--- src/rtl/lycan_globals.sv ---
// System-wide widths shared by the USB bridge and every peripheral.
package lycan_globals;
    localparam int usb_packet_width     = 32;
    localparam int periph_address_width = 3;
endpackage

--- src/rtl/periph_rx_mux_pkg.sv ---
// Types and sizing helpers for the peripheral RX -> USB TX multiplexer.
package periph_rx_mux_pkg;
    localparam int ADDR_W = lycan_globals::periph_address_width;
    localparam int DATA_W = lycan_globals::usb_packet_width - ADDR_W;

    typedef enum logic {
        ARB,
        XFER
    } rx_mux_state_t;

    function automatic int burst_cnt_w(input int max_burst);
        return (max_burst > 1) ? $clog2(max_burst) : 1;
    endfunction

    localparam int DEF_MAX_BURST = 4;
    localparam int BURST_CNT_W   = burst_cnt_w(DEF_MAX_BURST);
endpackage

--- src/rtl/periph_rx_mux_rr_arbiter.sv ---
// Rotate-priority pick: the requester just after `last` wins, `last` itself
// has the lowest priority.
module rr_arbiter #(
    parameter int N  = 8,
    parameter int AW = 3
) (
    input  logic [N-1:0]  req,
    input  logic [AW-1:0] last,
    output logic [AW-1:0] gnt,
    output logic          valid
);
    always_comb begin
        int idx;
        logic [AW-1:0] sel;
        idx   = 0;
        sel   = '0;
        gnt   = last;
        valid = 1'b0;
        for (int k = 1; k <= N; k++) begin
            idx = (int'(last) + k) % N;
            sel = AW'(idx);
            if (!valid && req[sel]) begin
                valid = 1'b1;
                gnt   = sel;
            end
        end
    end
endmodule

--- src/rtl/periph_rx_mux.sv ---
// Round-robin drain of the peripheral RX FIFOs into the USB TX FIFO,
// tagging each packet with the source peripheral address.
module periph_rx_mux
    import lycan_globals::*;
    import periph_rx_mux_pkg::*;
#(
    parameter int NUM_PERIPHS = 8,
    parameter int MAX_BURST   = 4
) (
    input  logic                                clk,
    input  logic                                rst,
    input  logic [NUM_PERIPHS-1:0][DATA_W-1:0]  periph_rx_data,
    input  logic [NUM_PERIPHS-1:0]              periph_rx_empty,
    output logic [NUM_PERIPHS-1:0]              periph_rx_rden,
    input  logic [NUM_PERIPHS-1:0]              periph_enable,
    output logic [usb_packet_width-1:0]         usb_tx_data,
    output logic                                usb_tx_wren,
    input  logic                                usb_tx_full,
    output logic [periph_address_width-1:0]     grant_id,
    output logic                                busy
);
    localparam int AW = periph_address_width;
    localparam int BW = burst_cnt_w(MAX_BURST);
    localparam logic [BW-1:0] LAST_BEAT = BW'(MAX_BURST - 1);
    localparam logic [AW-1:0] RST_GRANT = AW'(NUM_PERIPHS - 1);

    if (NUM_PERIPHS > (1 << AW)) begin : g_bad_periphs
        $error("NUM_PERIPHS exceeds the peripheral address space");
    end
    if (MAX_BURST < 1) begin : g_bad_burst
        $error("MAX_BURST must be at least 1");
    end

    rx_mux_state_t   state_q, state_d;
    logic [AW-1:0]   grant_q, grant_d;
    logic [BW-1:0]   burst_q, burst_d;

    logic [NUM_PERIPHS-1:0] elig;
    logic                   cur_elig;
    logic                   pop;
    logic [AW-1:0]          arb_gnt;
    logic                   arb_valid;

    assign elig     = ~periph_rx_empty & periph_enable;
    assign cur_elig = elig[grant_q];
    assign busy     = (state_q == XFER);
    assign pop      = busy & cur_elig & ~usb_tx_full;

    rr_arbiter #(
        .N  (NUM_PERIPHS),
        .AW (AW)
    ) u_arb (
        .req   (elig),
        .last  (grant_q),
        .gnt   (arb_gnt),
        .valid (arb_valid)
    );

    always_comb begin
        state_d = state_q;
        grant_d = grant_q;
        burst_d = burst_q;
        unique case (state_q)
            ARB: begin
                if (arb_valid) begin
                    grant_d = arb_gnt;
                    burst_d = '0;
                    state_d = XFER;
                end
            end
            XFER: begin
                // An empty or disabled source ends the burst even if full.
                if (!cur_elig) begin
                    state_d = ARB;
                end else if (pop) begin
                    if (burst_q == LAST_BEAT) begin
                        state_d = ARB;
                    end else begin
                        burst_d = burst_q + 1'b1;
                    end
                end
            end
            default: state_d = ARB;
        endcase
    end

    always_ff @(posedge clk or posedge rst) begin
        if (rst) begin
            state_q <= ARB;
            grant_q <= RST_GRANT;
            burst_q <= '0;
        end else begin
            state_q <= state_d;
            grant_q <= grant_d;
            burst_q <= burst_d;
        end
    end

    always_comb begin
        periph_rx_rden = '0;
        if (pop) begin
            periph_rx_rden[grant_q] = 1'b1;
        end
    end

    assign usb_tx_wren = pop;
    assign usb_tx_data = busy ? {grant_q, periph_rx_data[grant_q]} : '0;
    assign grant_id    = grant_q;
endmodule

--- config.mk ---
export PLATFORM = sky130hd
export DESIGN_NAME = periph_rx_mux
export DESIGN_NICKNAME = d
export VERILOG_FILES = /design/src/rtl/lycan_globals.sv /design/src/rtl/periph_rx_mux_pkg.sv /design/src/rtl/periph_rx_mux_rr_arbiter.sv /design/src/rtl/periph_rx_mux.sv
export SDC_FILE = /design/constraint.sdc
export NUM_CORES = 1
export LEC_CHECK = 0
export CAP_MARGIN = 20
export CORE_AREA = 5 5 112 114
export CTS_BUF_LIST = sky130_fd_sc_hd__clkbuf_4
export CTS_CLUSTER_DIAMETER = 50
export DETAILED_ROUTE_END_ITERATION = 8
export DIE_AREA = 0 0 117 119
export PLACE_DENSITY = 0.73
export SYNTH_ARGS = -nofsm -noshare
export SYNTH_HDL_FRONTEND = slang
export SYNTH_SLANG_ARGS = --single-unit
--- constraint.sdc ---
create_clock -name clk -period 3.7 [get_ports clk]
set_input_delay 0.37 -clock clk [delete_from_list [all_inputs] [get_ports clk]]
set_output_delay 0.37 -clock clk [all_outputs]
set_load 0.02 [all_outputs]
==> results.rst <==
.. list-table::
   :header-rows: 1

   * - Metric
     - Value
   * - Number of iterations in the first detailed-routing pass
     - 4
   * - Ratio of cells with drive above 1 in the final layout
     - 0.1655
   * - Clock Pin Slew Worst Setup and Hold Paths
     - 0.05 ns
   * - Share of async-settable or async-resettable flops after synthesis
     - 1.000
   * - Area of the die
     - 0.01392 mm2
   * - Synthesized-area fraction occupied by and/or/nand/nor cells
     - 0.1637
   * - Sequential element share of the synthesized area
     - 0.04900
   * - Most area-hungry cell type in the Yosys netlist
     - mux4_2
   * - Synth Area in XOR/XNOR
     - 0.01116
   * - Leak
     - 2.309 nW
   * - Number of cell rows
     - 39
   * - Largest net degree at the start of global routing
     - 41
   * - Area delta synth->final
     - 98.13%
   * - Mean instance size in the synthesized netlist
     - 10.36 um2
   * - GRT Overall Usage
     - 0.2269
   * - Count of pins on the block boundary
     - 296
   * - Number of global-route vias before repair
     - 4183
   * - Final routed wirelength across all metal layers
     - 16880 um
   * - Footprint of the flip-flops and latches
     - 157.7 um2
   * - CTS tree
     - built
   * - H-tree depth reported by CTS
     - 1
   * - Chip height
     - 119 um
   * - Sum Neg Setup Slack
     - 0 ns
   * - Min-delay worst type
     - primary input to async pin
   * - Most used cells in the layout excluding fill and tap cells
     - clkdlybuf4s50_1, mux4_2, nand2_1
   * - Power per cell area
     - 671.8 mW/mm2
   * - Cell at the root of the clock tree
     - clkbuf_4
   * - Critical Path Start Type
     - flop
   * - Number of synthesized register bits
     - 6
   * - Cell types occupying the most area after synthesis
     - mux4_2, nand2_1, a21boi_0
   * - Count of buffers from port buffering
     - 295
   * - Setup Viol. Count Final
     - 0
   * - Via count
     - 3928
   * - Iteration-0 DRC count of the detailed router
     - 194
   * - FMAX
     - 290.7 MHz
   * - Skew final
     - 0.01011 ns
   * - Clock sink total
     - 6
   * - Type of the worst setup path
     - flop to output port
   * - Per-cell routed wire length
     - 23.28 um
   * - First-pass GRT wire length
     - 24320 um
   * - Number of nets with antenna violations after routing
     - 0
   * - Number of buffers created by CTS
     - 3
   * - Weighted congestion at the end of routability-driven global placement
     - 0.9329
   * - Combined area of all synthesized cells
     - 0.003141 mm2
   * - Post-CTS setup buffer count
     - 0
   * - CTS hold repair buffers
     - 0
   * - CTS max path bufs
     - 2
   * - Post-Synthesis Cells
     - 303
   * - Synth Area in Adders
     - 0.02789
   * - Count of different cell masters after synthesis
     - 46
   * - Multi-input combinational cell area
     - 0.002814 mm2
   * - Remaining DRCs
     - 0
   * - Die extent in x
     - 117 um
   * - Worst slack at placement
     - 0.2975 ns
   * - Syn nets
     - 561
   * - Worst-case headroom to the max-slew limit
     - 0.5265
   * - Remaining global-route overflow
     - 0
   * - Core Box Area
     - 0.01132 mm2
   * - Proportion of netlist area held by the largest area contributor
     - 0.4876
   * - Final WS setup
     - 0.2604 ns
   * - Worst Max-Slew Pin Slew
     - 0.7103 ns
   * - Critical-path maximum fanout
     - 16
   * - Filler Cells Inserted
     - 1010
   * - Peak supply drop
     - 0.0004007 V
   * - Final Max Tran Viols
     - 0
   * - Estimated wirelength of the detail-placed design
     - 14260 um
   * - CP endpoint kind
     - output port
   * - Source-to-sink clock delay at the later pin of the worst-skew pair
     - 0.26 ns
   * - Number of enable flip-flop cells after synthesis
     - 0
   * - Number of max-cap violations
     - 0
   * - R2R setup slack
     - 0.40 ns
   * - Crit path arrival time
     - 3.07 ns
   * - Setup repair after global routing missed its margin
     - no
   * - Final net count
     - 839
   * - Status
     - complete, no violations
   * - Leading register cell type out of synthesis
     - dfstp_2
   * - Initial Utilization
     - 0.2774
   * - Clock period minus worst slack
     - 3.440 ns
   * - Number of antenna violations at the first check in global routing
     - 3
   * - Combinational family with the most area after synthesis
     - multiplexers
   * - Post-CTS Resized
     - 0
   * - Multiplexer share of the synthesized area
     - 0.5637
   * - Data required, critical path
     - 3.33 ns
   * - Final hold viol count
     - 0
   * - Synth warnings
     - 0
   * - Vias per inst
     - 5.418
   * - Most common library cell in the layout ignoring fill and taps
     - clkdlybuf4s50_1
   * - Share of the cycle needed by the critical path after routing
     - 0.9296
   * - Synthesized-area fraction occupied by ao, oa, aoi and oai cells
     - 0.1295
[path summary, 6_finish.rpt]
check,start,endpoint,cells after the start
max,grant_id[0],periph_rx_rden[1],6
min in group clk,burst_q[0],burst_q[0],1
min reg2reg,burst_q[0],burst_q[0],1
min,rst,busy,2
max in group asynchronous,rst,grant_id[2],2
max reg2reg,grant_id[0],burst_q[0],8
[worst max-delay path, stage by stage, from the launching register on]
cell and delay [ns]:
dfstp_4 0.65, inv_6 0.09, mux2_4 0.32, mux4_2 0.55, nor3b_4 0.37, and3_2 0.23
clkdlybuf4s50_1 0.60
[cell families after synthesis]
logic type,Yosys count
AOI/OAI and AO/OA,53
muxes,90
buffers and inverters,35
DFF,6
adders and majority gates,7
and+or+nand+nor,108
xor gates and xnor gates,4
[power breakdown]
group / leakage, nW / switching [W] / internal [W]
clock: 0.0184 / 0.0000289 / 0.0000485
sequential: 0.0707 / 0.0000517 / 0.000117
combinational: 2.22 / 0.00197 / 0.00197
total: 2.31 / 0.00205 / 0.00213
[synthesized netlist by cell type (2+ instances only)]
library cell / number
a211oi_1: 2
nand2b_1: 8
a31oi_1: 3
xor2_1: 2
buf_4: 2
buf_2: 5
o21ai_0: 3
clkbuf_1: 14
mux2_4: 3
and2_1: 4
nand2_1: 66
mux4_2: 68
mux2_2: 3
a22oi_1: 2
and3_1: 8
a32oi_1: 2
buf_6: 3
a21boi_0: 29
mux2i_1: 16
dfrtp_1: 3
inv_1: 3
dfstp_2: 3
nor2_1: 9
buf_1: 6
xnor2_1: 2
nor2b_1: 5
nand3_1: 2
ha_1: 7
a31o_1: 2
and3_2: 2
[registers in the layout, indices dropped and copies added (netlist names)]
signal,cells
burst_q,2
busy,1
grant_id,3
[through the flow]
step                      instance area (um2)  utilization  hold WS, ns  std cells  total power (W)
after floorplan                          3141            -       0.1588        303         0.002825
after global placement                   6187       0.5465       0.5347        719         0.004040
after detailed placement                 6187       0.5465       0.5486        719         0.004090
after CTS                                6217       0.5492       0.3142        723         0.004184
after global routing                     6222       0.5496       0.3511        725         0.004450
final                                    6222       0.5496       0.3083        725         0.004180
[layout make-up]
| cell class | count | share of cell area |
|---|---|---|
| Antenna cell | 2 | 0.0008043 |
| Timing Repair Buffer | 303 | 0.4842 |
| Inverter | 5 | 0.003821 |
| Clock buffer | 4 | 0.004826 |
| Multi-Input combinational cell | 262 | 0.4522 |
| Tap cell | 143 | 0.02876 |
| Sequential cell | 6 | 0.02534 |
[routing by layer]
metal / wire, um / track usage
met1: 5702 / 0.2415
met2: 9122 / 0.4271
met3: 1344 / 0.04462
met4: 698 / 0.09176
met5: 13 / 0
(Power assumes the default switching activity.)
